$ cat src/rtl/arp_lookup_ctrl_pkg.sv
// Shared types and widths for the ARP lookup controller that fronts the network slice.
// Reply and response layouts are packed so they map bit-exactly onto the slice ports.
package arp_lookup_ctrl_pkg;

    localparam int ARP_REQ_BITS = 32;
    localparam int ARP_REP_BITS = 56;
    localparam int ARP_RSP_BITS = 82;

    typedef enum logic [1:0] {
        ARP_HIT     = 2'b00,
        ARP_MISS    = 2'b01,
        ARP_TIMEOUT = 2'b10
    } arp_status_t;

    typedef struct packed {
        logic [6:0]  rsvd;
        logic        hit;
        logic [47:0] mac;
    } arp_rep_t;

    typedef struct packed {
        arp_status_t status;
        logic [47:0] mac;
        logic [31:0] ip;
    } arp_rsp_t;

    typedef enum logic [2:0] {
        ST_IDLE = 3'd0,
        ST_REQ  = 3'd1,
        ST_WAIT = 3'd2,
        ST_GAP  = 3'd3,
        ST_RSP  = 3'd4
    } arp_state_t;

    function automatic arp_rsp_t make_rsp(input arp_status_t status,
                                          input logic [47:0] mac,
                                          input logic [31:0] ip);
        arp_rsp_t r;
        r.status = status;
        r.mac    = mac;
        r.ip     = ip;
        return r;
    endfunction

endpackage

$ cat src/rtl/arp_lookup_ctrl_if.sv
// Handshake channels of the ARP lookup controller: command, slice request/reply, response.
// The master modport is the controller; the slave modport is its surroundings.
interface arp_lookup_ctrl_if;
    import arp_lookup_ctrl_pkg::*;

    logic                    s_cmd_valid;
    logic                    s_cmd_ready;
    logic [31:0]             s_cmd_ip;
    logic                    m_arp_req_valid;
    logic                    m_arp_req_ready;
    logic [ARP_REQ_BITS-1:0] m_arp_req_data;
    logic                    s_arp_rep_valid;
    logic                    s_arp_rep_ready;
    logic [ARP_REP_BITS-1:0] s_arp_rep_data;
    logic                    m_rsp_valid;
    logic                    m_rsp_ready;
    logic [ARP_RSP_BITS-1:0] m_rsp_data;

    modport master (
        input  s_cmd_valid, s_cmd_ip, m_arp_req_ready, s_arp_rep_valid, s_arp_rep_data, m_rsp_ready,
        output s_cmd_ready, m_arp_req_valid, m_arp_req_data, s_arp_rep_ready, m_rsp_valid, m_rsp_data
    );

    modport slave (
        output s_cmd_valid, s_cmd_ip, m_arp_req_ready, s_arp_rep_valid, s_arp_rep_data, m_rsp_ready,
        input  s_cmd_ready, m_arp_req_valid, m_arp_req_data, s_arp_rep_ready, m_rsp_valid, m_rsp_data
    );

endinterface

$ cat src/rtl/arp_lookup_ctrl_sat_counter.sv
// Statistics counter that sticks at all-ones instead of wrapping; clear has priority.
module arp_lookup_ctrl_sat_counter #(
    parameter int CNT_BITS = 32
) (
    input  logic                clk,
    input  logic                clear,
    input  logic                inc,
    output logic [CNT_BITS-1:0] cnt
);

    localparam logic [CNT_BITS-1:0] CNT_MAX = {CNT_BITS{1'b1}};
    localparam logic [CNT_BITS-1:0] CNT_ONE = {{(CNT_BITS-1){1'b0}}, 1'b1};

    // Count register with synchronous clear and saturation
    always_ff @(posedge clk) begin
        if (clear) begin
            cnt <= '0;
        end else if (inc && (cnt != CNT_MAX)) begin
            cnt <= cnt + CNT_ONE;
        end else begin
            cnt <= cnt;
        end
    end

endmodule

$ cat src/rtl/arp_lookup_ctrl.sv
// ARP resolution controller: one lookup in flight, retries after a miss reply,
// reports TIMEOUT when the slice stays silent, and keeps saturating statistics.
module arp_lookup_ctrl
    import arp_lookup_ctrl_pkg::*;
#(
    parameter int TIMEOUT_CYC = 1024,
    parameter int MAX_RETRY   = 3,
    parameter int RETRY_GAP   = 256,
    parameter int CNT_BITS    = 32
) (
    input  logic                aclk,
    input  logic                areset,
    arp_lookup_ctrl_if.master   bus,
    output logic [CNT_BITS-1:0] o_cnt_lookup,
    output logic [CNT_BITS-1:0] o_cnt_miss,
    output logic [CNT_BITS-1:0] o_cnt_timeout,
    output logic [CNT_BITS-1:0] o_cnt_stale
);

    localparam int TW = $clog2(TIMEOUT_CYC);
    localparam int GW = (RETRY_GAP > 1) ? $clog2(RETRY_GAP) : 1;
    localparam int RW = (MAX_RETRY > 0) ? $clog2(MAX_RETRY + 1) : 1;
    localparam logic [TW-1:0] TIMER_LAST  = TW'(TIMEOUT_CYC - 1);
    localparam logic [GW-1:0] GAP_LAST    = GW'(RETRY_GAP - 1);
    localparam logic [RW-1:0] RETRY_LIMIT = RW'(MAX_RETRY);

    arp_state_t    state_r, state_nxt;
    logic [31:0]   ip_r, ip_nxt;
    logic [TW-1:0] timer_r, timer_nxt;
    logic [GW-1:0] gap_r, gap_nxt;
    logic [RW-1:0] retry_r, retry_nxt;
    arp_rsp_t      rsp_r, rsp_nxt;
    logic          cmd_ready_r, req_valid_r, rep_ready_r, rsp_valid_r;
    logic          cmd_hs_s, req_hs_s, rep_hs_s, rsp_hs_s;
    logic          inc_miss_s, inc_timeout_s, inc_stale_s;
    arp_rep_t      rep_s;
    logic          rsvd_unused_s;

    assign rep_s         = arp_rep_t'(bus.s_arp_rep_data);
    assign rsvd_unused_s = ^rep_s.rsvd;
    assign cmd_hs_s      = bus.s_cmd_valid & cmd_ready_r;
    assign req_hs_s      = req_valid_r & bus.m_arp_req_ready;
    assign rep_hs_s      = bus.s_arp_rep_valid & rep_ready_r;
    assign rsp_hs_s      = rsp_valid_r & bus.m_rsp_ready;
    assign inc_stale_s   = rep_hs_s & (state_r != ST_WAIT);

    assign bus.s_cmd_ready     = cmd_ready_r;
    assign bus.m_arp_req_valid = req_valid_r;
    assign bus.m_arp_req_data  = ip_r;
    assign bus.s_arp_rep_ready = rep_ready_r;
    assign bus.m_rsp_valid     = rsp_valid_r;
    assign bus.m_rsp_data      = rsp_r;

    // Next-state, timer, retry and response computation
    always_comb begin
        state_nxt     = state_r;
        ip_nxt        = ip_r;
        timer_nxt     = timer_r;
        gap_nxt       = gap_r;
        retry_nxt     = retry_r;
        rsp_nxt       = rsp_r;
        inc_miss_s    = 1'b0;
        inc_timeout_s = 1'b0;
        case (state_r)
            ST_IDLE: begin
                if (cmd_hs_s) begin
                    ip_nxt    = bus.s_cmd_ip;
                    retry_nxt = '0;
                    state_nxt = ST_REQ;
                end else begin
                    state_nxt = ST_IDLE;
                end
            end
            ST_REQ: begin
                if (req_hs_s) begin
                    timer_nxt = '0;
                    state_nxt = ST_WAIT;
                end else begin
                    state_nxt = ST_REQ;
                end
            end
            ST_WAIT: begin
                // A reply arriving on the last timer cycle still beats the timeout
                if (rep_hs_s) begin
                    if (rep_s.hit) begin
                        rsp_nxt   = make_rsp(ARP_HIT, rep_s.mac, ip_r);
                        state_nxt = ST_RSP;
                    end else if (retry_r < RETRY_LIMIT) begin
                        retry_nxt = retry_r + RW'(1);
                        gap_nxt   = '0;
                        state_nxt = ST_GAP;
                    end else begin
                        rsp_nxt    = make_rsp(ARP_MISS, 48'h0, ip_r);
                        inc_miss_s = 1'b1;
                        state_nxt  = ST_RSP;
                    end
                end else if (timer_r == TIMER_LAST) begin
                    rsp_nxt       = make_rsp(ARP_TIMEOUT, 48'h0, ip_r);
                    inc_timeout_s = 1'b1;
                    state_nxt     = ST_RSP;
                end else begin
                    timer_nxt = timer_r + TW'(1);
                end
            end
            ST_GAP: begin
                if (gap_r == GAP_LAST) begin
                    state_nxt = ST_REQ;
                end else begin
                    gap_nxt = gap_r + GW'(1);
                end
            end
            ST_RSP: begin
                if (rsp_hs_s) begin
                    state_nxt = ST_IDLE;
                end else begin
                    state_nxt = ST_RSP;
                end
            end
            default: begin
                state_nxt = ST_IDLE;
            end
        endcase
    end

    // State, datapath and registered handshake outputs
    always_ff @(posedge aclk) begin
        if (areset) begin
            state_r     <= ST_IDLE;
            ip_r        <= 32'h0;
            timer_r     <= '0;
            gap_r       <= '0;
            retry_r     <= '0;
            rsp_r       <= '0;
            cmd_ready_r <= 1'b0;
            req_valid_r <= 1'b0;
            rep_ready_r <= 1'b0;
            rsp_valid_r <= 1'b0;
        end else begin
            state_r     <= state_nxt;
            ip_r        <= ip_nxt;
            timer_r     <= timer_nxt;
            gap_r       <= gap_nxt;
            retry_r     <= retry_nxt;
            rsp_r       <= rsp_nxt;
            cmd_ready_r <= (state_nxt == ST_IDLE);
            req_valid_r <= (state_nxt == ST_REQ);
            rep_ready_r <= 1'b1;
            rsp_valid_r <= (state_nxt == ST_RSP);
        end
    end

    arp_lookup_ctrl_sat_counter #(.CNT_BITS(CNT_BITS)) u_cnt_lookup (
        .clk(aclk), .clear(areset), .inc(cmd_hs_s), .cnt(o_cnt_lookup)
    );
    arp_lookup_ctrl_sat_counter #(.CNT_BITS(CNT_BITS)) u_cnt_miss (
        .clk(aclk), .clear(areset), .inc(inc_miss_s), .cnt(o_cnt_miss)
    );
    arp_lookup_ctrl_sat_counter #(.CNT_BITS(CNT_BITS)) u_cnt_timeout (
        .clk(aclk), .clear(areset), .inc(inc_timeout_s), .cnt(o_cnt_timeout)
    );
    arp_lookup_ctrl_sat_counter #(.CNT_BITS(CNT_BITS)) u_cnt_stale (
        .clk(aclk), .clear(areset), .inc(inc_stale_s), .cnt(o_cnt_stale)
    );

endmodule

$ cat src/flat_wrapper.sv
// flat-port wrapper written by rule: the top's interface ports become plain ports
module arp_lookup_ctrl_flat import arp_lookup_ctrl_pkg::*;
#(
    parameter int TIMEOUT_CYC = 1024,
    parameter int MAX_RETRY   = 3,
    parameter int RETRY_GAP   = 256,
    parameter int CNT_BITS    = 32
)
  (aclk, areset, o_cnt_lookup, o_cnt_miss, o_cnt_timeout, o_cnt_stale, bus_s_cmd_valid, bus_s_cmd_ip, bus_m_arp_req_ready, bus_s_arp_rep_valid, bus_s_arp_rep_data, bus_m_rsp_ready, bus_s_cmd_ready, bus_m_arp_req_valid, bus_m_arp_req_data, bus_s_arp_rep_ready, bus_m_rsp_valid, bus_m_rsp_data);
  arp_lookup_ctrl_if bus_i ();
  input  logic aclk;
  input  logic areset;
  output logic [CNT_BITS-1:0] o_cnt_lookup;
  output logic [CNT_BITS-1:0] o_cnt_miss;
  output logic [CNT_BITS-1:0] o_cnt_timeout;
  output logic [CNT_BITS-1:0] o_cnt_stale;
  input wire logic [$bits(bus_i.s_cmd_valid)-1:0] bus_s_cmd_valid;
  input wire logic [$bits(bus_i.s_cmd_ip)-1:0] bus_s_cmd_ip;
  input wire logic [$bits(bus_i.m_arp_req_ready)-1:0] bus_m_arp_req_ready;
  input wire logic [$bits(bus_i.s_arp_rep_valid)-1:0] bus_s_arp_rep_valid;
  input wire logic [$bits(bus_i.s_arp_rep_data)-1:0] bus_s_arp_rep_data;
  input wire logic [$bits(bus_i.m_rsp_ready)-1:0] bus_m_rsp_ready;
  output wire logic [$bits(bus_i.s_cmd_ready)-1:0] bus_s_cmd_ready;
  output wire logic [$bits(bus_i.m_arp_req_valid)-1:0] bus_m_arp_req_valid;
  output wire logic [$bits(bus_i.m_arp_req_data)-1:0] bus_m_arp_req_data;
  output wire logic [$bits(bus_i.s_arp_rep_ready)-1:0] bus_s_arp_rep_ready;
  output wire logic [$bits(bus_i.m_rsp_valid)-1:0] bus_m_rsp_valid;
  output wire logic [$bits(bus_i.m_rsp_data)-1:0] bus_m_rsp_data;
  assign bus_i.s_cmd_valid = bus_s_cmd_valid;
  assign bus_i.s_cmd_ip = bus_s_cmd_ip;
  assign bus_i.m_arp_req_ready = bus_m_arp_req_ready;
  assign bus_i.s_arp_rep_valid = bus_s_arp_rep_valid;
  assign bus_i.s_arp_rep_data = bus_s_arp_rep_data;
  assign bus_i.m_rsp_ready = bus_m_rsp_ready;
  assign bus_s_cmd_ready = bus_i.s_cmd_ready;
  assign bus_m_arp_req_valid = bus_i.m_arp_req_valid;
  assign bus_m_arp_req_data = bus_i.m_arp_req_data;
  assign bus_s_arp_rep_ready = bus_i.s_arp_rep_ready;
  assign bus_m_rsp_valid = bus_i.m_rsp_valid;
  assign bus_m_rsp_data = bus_i.m_rsp_data;
  arp_lookup_ctrl #(.TIMEOUT_CYC(TIMEOUT_CYC), .MAX_RETRY(MAX_RETRY), .RETRY_GAP(RETRY_GAP), .CNT_BITS(CNT_BITS)) u_core (.aclk(aclk), .areset(areset), .bus(bus_i), .o_cnt_lookup(o_cnt_lookup), .o_cnt_miss(o_cnt_miss), .o_cnt_timeout(o_cnt_timeout), .o_cnt_stale(o_cnt_stale));
endmodule
$ cat config.mk
export PLATFORM = sky130hd
export DESIGN_NAME = arp_lookup_ctrl_flat
export DESIGN_NICKNAME = d
export VERILOG_FILES = /design/src/rtl/arp_lookup_ctrl_pkg.sv /design/src/rtl/arp_lookup_ctrl_if.sv /design/src/rtl/arp_lookup_ctrl_sat_counter.sv /design/src/rtl/arp_lookup_ctrl.sv /design/src/flat_wrapper.sv
export SDC_FILE = /design/constraint.sdc
export NUM_CORES = 1
export LEC_CHECK = 0
export ABC_CLOCK_PERIOD_IN_PS = 4800
export CAP_MARGIN = 20
export CORE_MARGIN = 2
export CORE_UTILIZATION = 52
export DETAILED_ROUTE_END_ITERATION = 10
export PLACE_DENSITY = 0.88
export SLEW_MARGIN = 20
export SYNTH_ARGS = -nofsm -noshare
export SYNTH_HDL_FRONTEND = slang
export SYNTH_SLANG_ARGS = --single-unit
$ cat constraint.sdc
create_clock -name aclk -period 4.8 [get_ports aclk]
set_clock_uncertainty 0.05 [all_clocks]
set_input_delay 0.96 -clock aclk [delete_from_list [all_inputs] [get_ports aclk]]
set_output_delay 0.96 -clock aclk [all_outputs]
set_load 0.005 [all_outputs]
==> impl_metrics.toml <==
[run_status]
status = "finished clean"

[cts]
cts_tree = "done"
root_buffer = "clkbuf_16"
cts_made_buffers = 29
clock_latency_ns = 0.54
htreeDepth = 1
clk_pin_slew_ns = 0.06
clock_sinks = 269
ctsResizeCount = 0
cts_setup_buffers = 0
cts_buffer_depth = 3
hold_buffers = 0

[global_routing]
antenna_found_initial = 1
grt_pass1_vias = 11045
gr-usage-all-layers_pct = 28.7
overflow = 0
grt_start_max_net_pins = 106
grt_pass1_wl_um = 56900

[synth]
yosysWarnings = 0
syn-num-nets = 1539
synthCells = 1438
synth_area_um2 = 11700
synth_enable_flop_cells = 0
yosysMostFrequentCell = "dfxtp_1"
yosysUniqueCellTypes = 65
synth_flop_cell = "dfxtp_1"
synthArstFlopShare_pct = 0
synth_top_cells_by_count = "269 x dfxtp_1, 240 x nand2_1, 220 x a21oi_1"
synth_top_area_share_pct = 46.0
ys_seq_area_share_pct = 46.0
synthTopCellsByArea = "dfxtp_1 46%, a21oi_1 9.4%, nand2_1 7.7%"
avgSynthCellArea_um2 = 8.14
synth_seq_cells = 269
synth_top_area_cell = "dfxtp_1"

[floorplan]
die_w_um = 154
die_area_um2 = 23700
initial_core_util_pct = 53.3
ioPinCount = 340
dieHeight_um = 154
core_area_um2 = 22000
rows = 54

[timing]
hold_violations = 0
setup_viol = 0
worstMarginPinSlew_ns = 0.962
fmax_mhz = 314
setup_slack_ns = 1.61
fin_crit_sh_pct = 66.4
timing.final.crit_period_ns = 3.19
rsz0062_at_grt = "no"
slew_violations = 0
max_slew_margin_pct = 35.9
tns_ns = 0

[final_layout]
final_nets = 1827
fill_cells = 1615
drive_above_1_share_pct = 5.15
synthToLayoutAreaGrowth_pct = 38.0

[placed_design]
gp_congestion = 0.859
dp_hpwl_um = 24600
port_buffers = 332
post-place-ws_ns = 1.05

[setup_path]
timing.rr.start = "u_core.state_r[1]"
crit_path_max_fanout = 24
endpoint_kind = "register"
arrival_ns = 3.60
cp.required_ns = 5.21
slowest_delay_ns = 0.56
path_cells = "clkdlybuf4s50_1, nand2_1, nor3_1, nand2b_2, buf_4, nand3_1, a21oi_1"
startpoint_type = "primary input"
path_class = "in -> reg"
critical_path.slowest_cell = "clkdlybuf4s50_1"
cp-startpoint = "bus_s_arp_rep_valid"

[detailed_routing]
drt_iter0_markers = 1046
dr.pass1.iters = 5
detail-route-antenna-nets = 0
drc = 0
vias_per_cell = 5.95
post_drt_wl_per_cell_um = 17.7
num_vias = 12069
drt_wl_total_um = 35800

[power_and_ir_drop]
p_leak_nw = 5.04
pwr_density_cell_nw_per_um2 = 298
p_sw_share_pct = 21.7
clockPowerShare_pct = 47.9
ir_drop_uv = 277
power.internal_w = 0.00377
seqPwrFrac_pct = 47.2
combinationalPowerShare_pct = 4.9
switchingPower_w = 0.00104

[hold_path]
timing.hold.worst.class = "reg -> reg"
min_from = "u_core.bus.m_rsp_data[35]"

[flow_run]
cap_violations = 0
==> routing by layer <==
metal	vias up	global-route usage (%)	wire (µm)
li1	5789	-	-
met1	5672	34.5	13900
met2	510	49.9	17700
met3	98	5.69	2780
met4	0	12.2	1470
met5	-	0	0
==> worst paths after layout <==
check	cells past startpoint	slack, ns	to
max	7	1.61	u_core.bus.m_rsp_data[78]
min	2	0.40	u_core.bus.m_rsp_data[35]
max reg2reg	6	1.82	u_core.bus.m_rsp_data[78]
min reg2reg	2	0.40	u_core.bus.m_rsp_data[35]
==> critical path: cells and delay by family <==
family / cells / cell delay (ns)
buffers and inverters: 2 / 0.94
AO/OA/AOI/OAI: 1 / 0.19
AND/OR/NAND/NOR: 4 / 1.49
==> flip-flops by register name (all words and copies together) (netlist names) <==
| signal | flops |
|---|---|
| u_core.bus.m_rsp_data | 82 |
| u_core.bus.m_arp_req_data | 32 |
| u_core.u_cnt_lookup.cnt | 32 |
| u_core.u_cnt_miss.cnt | 32 |
| u_core.u_cnt_stale.cnt | 32 |
| u_core.u_cnt_timeout.cnt | 32 |
| u_core.timer_r | 10 |
| u_core.gap_r | 8 |
| u_core.state_r | 3 |
| u_core.retry_r | 2 |
| u_core.bus.m_arp_req_valid | 1 |
| u_core.bus.m_rsp_valid | 1 |
| u_core.bus.s_arp_rep_ready | 1 |
| u_core.bus.s_cmd_ready | 1 |
==> power by group through the flow <==
stage	clock network, W	registers, W	logic [W]
finish	0.00231	0.00227	0.000234
global route	0.00242	0.00228	0.000251
CTS	0.00234	0.00227	0.000234
detailed placement	0	0.00232	0.000232
global placement	0	0.00232	0.000230
floorplan	0	0.00232	0.0000887
==> placed cells by master, fill, tap and decap left out, types with 4 or more instances in the layout <==
cell type / synthesis / layout
nand2_1: 240 / 240
nand3_1: 110 / 110
nand4_1: 36 / 36
clkbuf_16: 0 / 29
a21oi_1: 220 / 220
nor3_1: 13 / 12
o31ai_1: 43 / 40
and4_1: 16 / 16
a211oi_1: 8 / 8
and3_1: 18 / 17
o211ai_1: 4 / 4
clkbuf_1: 75 / 5
dfxtp_1: 269 / 269
nor4_1: 7 / 6
inv_1: 23 / 23
and2_1: 4 / 4
or3_1: 51 / 51
nor2b_1: 7 / 7
o21ai_0: 45 / 45
xnor2_1: 22 / 22
ha_1: 7 / 7
clkbuf_8: 0 / 5
xor2_1: 8 / 8
a31oi_1: 5 / 5
o31a_1: 4 / 4
mux2_2: 8 / 8
o21ai_1: 7 / 7
clkinv_2: 0 / 6
or4_1: 43 / 43
nor2_1: 76 / 75
clkdlybuf4s50_1: 0 / 331
bufinv_16: 0 / 4
buf_4: 1 / 9
==> logic make-up after synthesis <==
| group | count (synthesis) | share of synthesized area (%) |
|---|---|---|
| flops | 269 | 46.0 |
| simple gates | 648 | 28.2 |
| compound gates | 365 | 18.1 |
| mux | 11 | 1.03 |
| fa+ha+maj | 7 | 0.748 |
| xor+xnor | 30 | 2.25 |
| buf+inv | 108 | 3.69 |
==> stage by stage <==
stage	utilization (%)	hold WS, ns	power [W]	area (µm²)	cells
global placement	69.0	0.387	0.00255	15100	1975
detailed placement	69.0	0.393	0.00256	15100	1975
floorplan	-	0.398	0.00241	11700	1438
finish	73.5	0.398	0.00482	16100	2028
global route	73.5	0.417	0.00495	16100	2028
CTS	73.5	0.401	0.00484	16100	2027
==> layout make-up <==
cell class	count	area [µm²]	share of cell area, %
Antenna cell	1	2.50	0.0155
Clock buffer	39	813	5.04
Clock inverter	13	176	1.09
Inverter	23	86.3	0.535
Multi-Input combinational cell	1061	5920	36.7
Sequential cell	269	5390	33.3
Tap cell	280	350	2.17
Timing Repair Buffer	342	3410	21.1
No activity file was read; power rests on OpenSTA's default activity.
